--- config.mk ---
export PLATFORM = sky130hd
export DESIGN_NAME = mem_arbiter
export DESIGN_NICKNAME = d
export VERILOG_FILES = /design/src/rtl/mem_arbiter.sv
export SDC_FILE = /design/constraint.sdc
export NUM_CORES = 1
export LEC_CHECK = 0
export ABC_CLOCK_PERIOD_IN_PS = 6400
export CORE_AREA = 8 8 104 106
export DETAILED_ROUTE_END_ITERATION = 8
export DIE_AREA = 0 0 112 114
export HOLD_SLACK_MARGIN = 0.02
export PLACE_DENSITY = 0.76
export SYNTH_ARGS = -nofsm -noshare
export SYNTH_HDL_FRONTEND = slang
export SYNTH_SLANG_ARGS = --single-unit
--- constraint.sdc ---
create_clock -name clk -period 6.4 [get_ports clk]
set_clock_uncertainty 0.05 [all_clocks]
set_input_delay 1.28 -clock clk [delete_from_list [all_inputs] [get_ports clk]]
set_output_delay 1.28 -clock clk [all_outputs]
set_load 0.1 [all_outputs]
--- src/rtl/mem_arbiter.sv ---
// Two-port (fetch/data) round-robin arbiter onto one memory bus with address decode and error detection.
// Grant and bus drive are combinational in the request cycle; the response follows exactly one cycle later, fully pipelined.
module mem_arbiter #(
    parameter int                    ADDR_WIDTH = 32,
    parameter int                    DATA_WIDTH = 32,
    parameter logic [ADDR_WIDTH-1:0] IMEM_BASE  = 'h0000_0000,
    parameter int                    IMEM_AW    = 12,
    parameter logic [ADDR_WIDTH-1:0] SRAM_BASE  = 'h0000_1000,
    parameter int                    SRAM_AW    = 12,
    parameter logic [ADDR_WIDTH-1:0] SW_ADDR    = 'h0000_2000,
    parameter logic [ADDR_WIDTH-1:0] LED_ADDR   = 'h0000_2004,
    parameter logic [ADDR_WIDTH-1:0] SSEG_ADDR  = 'h0000_2008,
    localparam int                   DATA_BYTES = DATA_WIDTH / 8
) (
    input  logic                  clk,
    input  logic                  rst,
    input  logic                  i_req,
    input  logic [ADDR_WIDTH-1:0] i_addr,
    output logic                  i_gnt,
    output logic                  i_rvalid,
    output logic                  i_err,
    output logic [DATA_WIDTH-1:0] i_rdata,
    input  logic                  d_req,
    input  logic                  d_we,
    input  logic [DATA_BYTES-1:0] d_be,
    input  logic [ADDR_WIDTH-1:0] d_addr,
    input  logic [DATA_WIDTH-1:0] d_wdata,
    output logic                  d_gnt,
    output logic                  d_rvalid,
    output logic                  d_err,
    output logic [DATA_WIDTH-1:0] d_rdata,
    output logic                  m_en,
    output logic                  m_we,
    output logic [DATA_BYTES-1:0] m_be,
    output logic [ADDR_WIDTH-1:0] m_addr,
    output logic [DATA_WIDTH-1:0] m_wdata,
    output logic [4:0]            m_sel,
    input  logic [DATA_WIDTH-1:0] m_rdata
);

    // Offset-from-base wraps for addresses below base, so one shift test covers both bounds.
    function automatic logic in_region(input logic [ADDR_WIDTH-1:0] a,
                                       input logic [ADDR_WIDTH-1:0] base,
                                       input int aw);
        return ((a - base) >> aw) == '0;
    endfunction

    logic                  r_last_d;
    logic                  r_vld;
    logic                  r_own_d;
    logic                  r_err;
    logic                  r_we;

    logic                  w_gnt_i;
    logic                  w_gnt_d;
    logic                  w_any;
    logic [ADDR_WIDTH-1:0] w_addr;
    logic                  w_we;
    logic [DATA_BYTES-1:0] w_be;
    logic [4:0]            w_sel;
    logic                  w_err;
    logic                  w_go;
    logic                  w_rvld;
    logic [DATA_WIDTH-1:0] w_rdata;

    assign w_gnt_d = ~rst & d_req & (~i_req | ~r_last_d);
    assign w_gnt_i = ~rst & i_req & ~w_gnt_d;
    assign w_any   = w_gnt_i | w_gnt_d;

    assign w_addr  = w_gnt_d ? d_addr : i_addr;
    assign w_we    = w_gnt_d & d_we;
    assign w_be    = w_gnt_d ? d_be : '1;

    assign w_sel[0] = in_region(w_addr, IMEM_BASE, IMEM_AW);
    assign w_sel[1] = in_region(w_addr, SRAM_BASE, SRAM_AW);
    assign w_sel[2] = (w_addr == SW_ADDR);
    assign w_sel[3] = (w_addr == LED_ADDR);
    assign w_sel[4] = (w_addr == SSEG_ADDR);

    assign w_err = (w_sel == 5'd0)
                 | (w_addr[1:0] != 2'b00)
                 | (w_gnt_i & ~w_sel[0])
                 | (w_we & w_sel[2])
                 | (w_we & (d_be == '0));
    assign w_go  = w_any & ~w_err;

    assign i_gnt   = w_gnt_i;
    assign d_gnt   = w_gnt_d;
    assign m_en    = w_go;
    assign m_sel   = w_go ? w_sel : 5'd0;
    assign m_we    = w_go & w_we;
    assign m_be    = w_go ? w_be : '0;
    assign m_addr  = w_go ? w_addr : '0;
    assign m_wdata = (w_go & w_gnt_d) ? d_wdata : '0;

    always_ff @(posedge clk) begin
        if (rst) begin
            r_last_d <= 1'b0;
            r_vld    <= 1'b0;
            r_own_d  <= 1'b0;
            r_err    <= 1'b0;
            r_we     <= 1'b0;
        end else begin
            r_vld <= w_any;
            if (w_any) begin
                r_last_d <= w_gnt_d;
                r_own_d  <= w_gnt_d;
                r_err    <= w_err;
                r_we     <= w_we;
            end
        end
    end

    // Gating with rst drops a response whose grant happened just before reset.
    assign w_rvld  = r_vld & ~rst;
    assign w_rdata = (r_err | r_we) ? '0 : m_rdata;

    assign i_rvalid = w_rvld & ~r_own_d;
    assign i_err    = i_rvalid & r_err;
    assign i_rdata  = i_rvalid ? w_rdata : '0;
    assign d_rvalid = w_rvld & r_own_d;
    assign d_err    = d_rvalid & r_err;
    assign d_rdata  = d_rvalid ? w_rdata : '0;

endmodule

[Word-level counts from Yosys, hierarchy flattened]
Cells that the tools add are included.
Storage, ports and cells
  flip-flop bits (word level): 4
  latch bits: 0
  RAM bits: 0
  ROM bits: 0
  input port bits: 137
  output and inout port bits: 145
  logic and storage cells: 51
  memories kept: 0
Operators by class
  add/sub/neg operators: 1
  multiply operators: 0
  divide/modulo/power cells: 0
  $lt $le $gt $ge: 0
  equality and inequality tests: 3
  shifts and indexed selects: 0
  mux-type cells: 9
  bitwise logic cells: 29
  reductions and logical operators: 5
Operators with widths (count)
  32-bit two-way mux: 6
  32-bit by 14-bit equality test with 1-bit output, second input constant: 3
  32-bit zero test: 2
  32-bit by 13-bit subtractor with 32-bit output, second input constant: 1
  1-bit bitwise AND: 16
  4-bit two-way mux: 2
  1-bit bitwise OR: 7
  1-bit NOT: 6
  5-bit zero test: 1
  5-bit two-way mux: 1
  4-bit zero test: 1
  2-bit nonzero test: 1

[Depth between registers and ports, before layout]
Gate-level depths: netlist of run 1.
  depth in word-level cells: 15
  depth in mapped cells: 12
  depth with buffers taken out: 8

[Least setup slack after synthesis of run 1]
OpenSTA, ideal clock, no wires.
  path type: input to output
  start: in i_addr[14]
  end: out m_sel[2]
  data arrival time: 6.294 ns
  required time: 5.070 ns
  setup slack: -1.224 ns
  stages: 8
  path buffers: 1
  cell sequence: or4_4 or4b_4 mux2i_4 a211oi_1 or4_1 o31a_1 buf_6 nor4_1
On the way
  longest elaborated chain between the ends: 11
  elaborated cells on any way between the ends: 18
  classes of those cells: add/sub (1); eq/ne (3); mux (2); bitwise (9); reduce/logical (3)
Ends and longest elaborated chain
  start: declaration: line 18  | input logic [ADDR_WIDTH-1:0] i_addr,
  32-bit two-way mux (*): line 70  | assign w_addr = w_gnt_d ? d_addr : i_addr;
  32-bit by 13-bit subtractor with 32-bit output: line 45  | return ((a - base) >> aw) == '0;
  32-bit zero test: line 45
  5-bit zero test: line 80  | assign w_err = (w_sel == 5'd0)
  1-bit bitwise OR: line 81  | | (w_addr[1:0] != 2'b00)
  1-bit bitwise OR: line 82  | | (w_gnt_i & ~w_sel[0])
  1-bit bitwise OR: line 83  | | (w_we & w_sel[2])
  1-bit bitwise OR: line 84  | | (w_we & (d_be == '0));
  1-bit NOT: line 85  | assign w_go = w_any & ~w_err;
  1-bit bitwise AND: line 85
  5-bit two-way mux (*): line 90  | assign m_sel = w_go ? w_sel : 5'd0;
  end: declaration: line 37  | output logic [4:0] m_sel,
Every way passes the cells marked *; elsewhere a longest branch is shown, timed or not.

[Worst setup path after layout of run 1]
  start: in i_addr[14]
  end: out m_sel[3]
The elaborated chain is that of the path after synthesis.

==> flow_summary.json, run 1 <==
{
  "status": "finished clean",
  "grt_max_degree": 65,
  "fin_nets": 717,
  "wl_um": 13100,
  "leakage_uw": 0.00221,
  "cpPeakStageDelay_ns": 0.56,
  "yosys_register_bits": 4,
  "grtUsageTotal_pct": 18.9,
  "hpwl_um": 11400,
  "cts_tree": "built",
  "rrSetupSlack_ns": 3.54,
  "viasPerCell": 4.98,
  "routed-via-count": 3428,
  "numCtsBuffers": 3,
  "gp_congestion": 0.903,
  "pwr_density_cell_mw_per_mm2": 73.2,
  "cts.sinks": 4,
  "std_cell_rows": 35,
  "ys_seq_area_share_pct": 3.51,
  "clockRootBuffer": "clkbuf_8",
  "post-route-period-util_pct": 94.1,
  "grt_pass1_wl_um": 19600,
  "relSlewSlack_pct": 33.1,
  "wl_per_cell_um": 19.1,
  "dr.pass1.iters": 4,
  "setup_viol": 0,
  "reg2regPathDepth": 9,
  "ant_nets": 0,
  "synthArstFlopShare_pct": 0,
  "drc": 0,
  "setup-tns-final_ns": 0,
  "finalWorstSetupSlack_ns": 0.379,
  "worstPathRequired_ns": 5.07,
  "fillers": 795,
  "die-area_mm2": 0.0128,
  "layout_min_cycle_time_ns": 6.02,
  "post_cts_buffers": 0,
  "crit_chain": "clkdlybuf4s50_1 > or4_4 > or4b_4 > mux2i_4 > a211oi_1 > or4_1 > o31a_2 > buf_12 > nor4_2 > buf_12",
  "synth.avg_cell_area_um2": 6.75,
  "place_inst": 686,
  "crit_path_start": "i_addr[14]",
  "port_buffers": 261,
  "worstSetupStartpointType": "input pin",
  "crit_end": "m_sel[3]",
  "drv_cap": 0,
  "n_antenna_cell": 0,
  "whs_ns": 0.411,
  "rsz0062_at_grt": "no",
  "layout_common_cells": "168 x clkdlybuf4s50_1, 65 x and3_1, 58 x buf_12",
  "grtUsageMet2_pct": 39.0,
  "dp_worst_setup_slack_ns": 0.366,
  "antenna_found_initial": 0,
  "postCtsHoldBufs": 0,
  "worstPathMaxFanout": 55,
  "hold_viol": 0,
  "grt_pass1_vias": 3601,
  "synth_edf_count": 0,
  "drive_gt1_share_pct": 29.4,
  "hp-class": "flip-flop to flip-flop",
  "cpMostUsedCell": "buf_12",
  "syn-instance-count": 338,
  "die_w_um": 112,
  "core_mm2": 0.00911,
  "use_met3_pct": 5.76,
  "r2r_end": "r_err",
  "ir_drop_v": 0.0000416,
  "arrival_ns": 4.69,
  "end_kind": "output port",
  "clockBufferDepth": 2,
  "cp_slowest_cell": "or4_4",
  "worstSetupPathType": "input pin to output port",
  "num_io_pins": 282,
  "grt-ovfl-total": 0,
  "clkTransAtPathRegs_ns": 0.03,
  "cts_resized": 0,
  "clk_latency_ns": 0.22,
  "yosysUniqueCellTypes": 48,
  "gr-max-usage-layer": "met2",
  "syn_to_final_growth_pct": 138,
  "layout_commonest_cell": "clkdlybuf4s50_1",
  "grtUsageMet1_pct": 17.5,
  "fmax_ghz": 0.166,
  "synth_top_flop_cell": "dfxtp_1",
  "slew_violations": 0,
  "netlist_area_mm2": 0.00228,
  "start_util_pct": 25.0,
  "finalNonFillerCells": 689,
  "htree_levels": 1,
  "dr.first_iter.drc_count": 196,
  "r2r_start": "r_own_d",
  "worstMarginPinSlew_ns": 1.00,
  "yosysWarnings": 0,
  "die_h_um": 114
}
cells by family after synthesis:
group | count (synthesis) | share of synthesized area, %
simple gates | 235 | 66.6
buf+inv | 59 | 15.2
compound gates | 24 | 7.41
mux | 14 | 6.69
flops | 4 | 3.51
xor+xnor | 1 | 0.384
other cells | 1 | 0.164
power breakdown:
| group | internal [uW] | switching [uW] |
|---|---|---|
| logic | 114 | 202 |
| clock network | 40.1 | 13.3 |
| registers | 26.8 | 1.86 |
how the worst min path moves through the flow:
| stage | startpoint | endpoint | slack [ns] | cells after the start |
|---|---|---|---|---|
| global placement | r_we | r_we | 0.40 | 2 |
| floorplan | r_we | r_we | 0.38 | 2 |
| detailed placement | r_we | r_we | 0.41 | 2 |
| global route | r_we | r_we | 0.46 | 2 |
| finish | r_we | r_we | 0.41 | 2 |
| CTS | r_we | r_we | 0.42 | 2 |
per-stage QoR:
| step | util, % | cell area [um2] | total power, uW |
|---|---|---|---|
| 3_5_place_dp | 59.2 | 5400 | 344 |
| 4_1_cts | 59.7 | 5440 | 399 |
| 5_1_grt | 59.7 | 5440 | 415 |
| 3_3_place_gp | 59.2 | 5400 | 340 |
| 2_1_floorplan | - | 2380 | 224 |
| 6_report | 59.7 | 5440 | 398 |
cell type report:
type                       instances  area, um2  area share, %
clock buffer                       3       41.3          0.759
inverter                           6       22.5          0.414
multi-input combinational        294       1970           36.3
sequential                         4       80.1           1.47
tap                              111        139           2.55
timing repair buffer             271       3180           58.5
routing by layer:
layer	vias to the layer above	part of all wire (%)
li1	1671	-
met1	1555	35
met2	186	55
met3	16	8.8
met4	0	1.5
met5	-	0
worst max-delay path, delay by kind of cell:
kind,cells,cell delay (ns)
and+or+nand+nor,4,1.97
buffers and inverters,3,0.83
AOI/OAI and AO/OA,2,0.38
muxes,1,0.20
synth_stat cells (2+ instances only):
library cell / count / share of area (%)
and2_1: 2 / 0.55
nor3_2: 49 / 22
a21oi_1: 6 / 1.3
or4_1: 4 / 1.3
nor3_1: 14 / 3.1
buf_2: 5 / 1.1
nand3_1: 10 / 2.2
nor4_1: 9 / 2.5
buf_4: 20 / 6.6
clkbuf_1: 19 / 3.1
nor4b_1: 4 / 1.5
nand3b_1: 2 / 0.66
or3_1: 3 / 0.82
buf_6: 6 / 3.0
a21o_1: 2 / 0.66
o21ai_0: 3 / 0.66
nor2b_1: 2 / 0.55
buf_1: 3 / 0.49
nand2_1: 38 / 6.3
mux2i_1: 13 / 5.7
dfxtp_1: 4 / 3.5
nand4_1: 5 / 1.4
and3_1: 65 / 18
nand2b_1: 3 / 0.82
nor2_1: 19 / 3.1
inv_1: 6 / 0.99
flip-flops by register name, summed over array words and instances, names as in the netlist:
register	count
r_we	1
r_vld	1
r_err	1
r_own_d	1
No activity file was read; power rests on OpenSTA's default activity.
==> inputs of run 2 (changes only) <==
--- a/config.mk
+++ b/config.mk
@@ -5,7 +5,7 @@
 export SDC_FILE = /design/constraint.sdc
 export NUM_CORES = 1
 export LEC_CHECK = 0
-export ABC_CLOCK_PERIOD_IN_PS = 6400
+export ABC_CLOCK_PERIOD_IN_PS = 7150
 export CORE_AREA = 8 8 104 106
 export DETAILED_ROUTE_END_ITERATION = 8
 export DIE_AREA = 0 0 112 114
==> constraint.sdc (replaced) <==
create_clock -name clk -period 7.15 [get_ports clk]
set_clock_uncertainty 0.05 [all_clocks]
set_input_delay 1.43 -clock clk [delete_from_list [all_inputs] [get_ports clk]]
set_output_delay 1.43 -clock clk [all_outputs]
set_load 0.1 [all_outputs]
==> run 2 against run 1 <==
Compared with the run above: combinational power down 11%; die area did not move; first-iteration DRC count grew 19%; clock power down 11%; critical path type unchanged; critical endpoint is now m_wdata[24]; largest power group unchanged.
==> flow_summary.json, run 2 (synthesis results as in run 1) <==
{
  "wl_um": 13200,
  "worstSetupPathType": "input pin to output port",
  "ir_drop_v": 0.0000468,
  "clockBufferDepth": 2,
  "hp-class": "flip-flop to flip-flop",
  "htree_levels": 1,
  "layout_commonest_cell": "clkdlybuf4s50_1",
  "internal_power_uw": 161,
  "cts_resized": 0,
  "slew_violations": 0,
  "post-route-period-util_pct": 91.7,
  "finalWorstSetupSlack_ns": 0.595,
  "n_antenna_cell": 0,
  "drv_cap": 0,
  "layout_min_cycle_time_ns": 6.55,
  "drive_gt1_share_pct": 21.7,
  "gp_congestion": 0.954,
  "place_inst": 683,
  "clk_latency_ns": 0.22,
  "hold_viol": 0,
  "clockRootBuffer": "clkbuf_8",
  "ant_nets": 0,
  "antenna_found_initial": 0,
  "setup_viol": 0,
  "worstPathRequired_ns": 5.67,
  "relSlewSlack_pct": 32.1,
  "worstMarginPinSlew_ns": 1.02,
  "arrival_ns": 5.07,
  "p_seq_share_pct": 7.2,
  "dr.first_iter.drc_count": 234,
  "cts_tree": "built",
  "clock_power_share_pct": 13.4,
  "fillers": 778,
  "comb_power_share_pct": 79.4,
  "clkTransAtPathRegs_ns": 0.03,
  "dp_worst_setup_slack_ns": 0.640,
  "std_cell_rows": 35,
  "dr.pass1.iters": 4,
  "hpwl_um": 11400,
  "whs_ns": 0.437,
  "worstSetupStartpointType": "input pin",
  "numCtsBuffers": 3,
  "routed-via-count": 3440,
  "port_buffers": 261,
  "viasPerCell": 5.01,
  "rrSetupSlack_ns": 4.22,
  "rsz0062_at_grt": "no",
  "postCtsHoldBufs": 0,
  "switchingPower_uw": 193,
  "post_cts_buffers": 0,
  "switching_share_pct": 54.6,
  "die_w_um": 112,
  "leakage_uw": 0.00211,
  "die_h_um": 114,
  "status": "finished clean",
  "finalNonFillerCells": 686,
  "p_total_uw": 354,
  "grt_pass1_wl_um": 19700,
  "start_util_pct": 25.0,
  "drc": 0,
  "layout_common_cells": "205 x clkdlybuf4s50_1, 65 x and3_1, 56 x buf_12",
  "die-area_mm2": 0.0128,
  "grtUsageTotal_pct": 19.1,
  "worstPathMaxFanout": 47,
  "end_kind": "output port",
  "core_mm2": 0.00911,
  "pwr_density_cell_mw_per_mm2": 65.0,
  "grt-ovfl-total": 0,
  "num_io_pins": 282,
  "grt_pass1_vias": 3454,
  "grt_max_degree": 65,
  "wl_per_cell_um": 19.2,
  "postLayoutCoreUtil_pct": 59.9,
  "fmax_ghz": 0.153,
  "fin_nets": 714,
  "cts.sinks": 4,
  "syn_to_final_growth_pct": 139
}
-- run 2: changes by cell type in the layout (fill, tap and decap cells not counted) --
| cell | before | now |
|---|---|---|
| nor3_1 | 12 | 14 |
| clkdlybuf4s50_1 | 168 | 205 |
| nor4_2 | 3 | 0 |
| nor4_1 | 6 | 9 |
| buf_4 | 45 | 7 |
| nor3_2 | 51 | 49 |
| buf_12 | 58 | 56 |
-- run 2: cell type report --
class	instances	area, um2	share of cell area, %
well taps	111	139	2.55
flip-flops and latches	4	80.1	1.47
inverters	6	22.5	0.413
multi-input cells	294	1940	35.7
clock buffers	3	41.3	0.757
repair buffers	268	3230	59.2
-- run 2: routing by layer --
metal / vias up / wire, um / share of wire [%] / track usage (%)
li1: 1676 / - / - / -
met1: 1548 / 4430 / 34 / 18.3
met2: 208 / 7110 / 54 / 37.6
met3: 8 / 1570 / 12 / 8.72
met4: 0 / 93 / 0.70 / 2.07
met5: - / 0 / 0 / 0
-- run 2: path summary, 6_finish.rpt --
check,startpoint,endpoint,cells past startpoint
max,rst,m_wdata[24],11
max reg2reg,r_own_d,r_err,8
min reg2reg,r_we,r_we,2
min,r_we,r_we,2
-- run 2: through the flow --
step / TNS (ns) / instance area, um2
floorplan: -2.32 / 2350
global placement: 0 / 5410
detailed placement: 0 / 5410
CTS: 0 / 5450
global route: 0 / 5450
finish: 0 / 5450
-- run 2: critical path, cell delays in order --
cell and delay [ns]:
clkdlybuf4s50_1 0.53, a21oi_1 0.31, nand2_1 0.11, inv_1 0.38
mux2i_4 0.35, a211oi_1 0.06, or4_1 0.54, o31a_2 0.39
buf_4 0.37, nor3_2 0.34, buf_12 0.21
-- run 2: power by group through the flow --
| stage | Combinational (uW) | Clock [uW] | Sequential, uW |
|---|---|---|---|
| final | 281 | 47.4 | 25.6 |
| after global routing | 294 | 49.5 | 25.9 |
| after CTS | 280 | 48.6 | 25.8 |
| after detailed placement | 280 | 0 | 26.1 |
| after global placement | 277 | 0 | 25.9 |
| after floorplan | 175 | 0 | 25.2 |
==> inputs of run 3 (changes only) <==
--- a/config.mk
+++ b/config.mk
@@ -7,6 +7,7 @@
 export LEC_CHECK = 0
 export ABC_CLOCK_PERIOD_IN_PS = 7150
 export CORE_AREA = 8 8 104 106
+export CTS_CLUSTER_DIAMETER = 150
 export DETAILED_ROUTE_END_ITERATION = 8
 export DIE_AREA = 0 0 112 114
 export HOLD_SLACK_MARGIN = 0.02
==> results of run 3 <==
No change in the layout: final DEF, timing and power equal those of run 2.
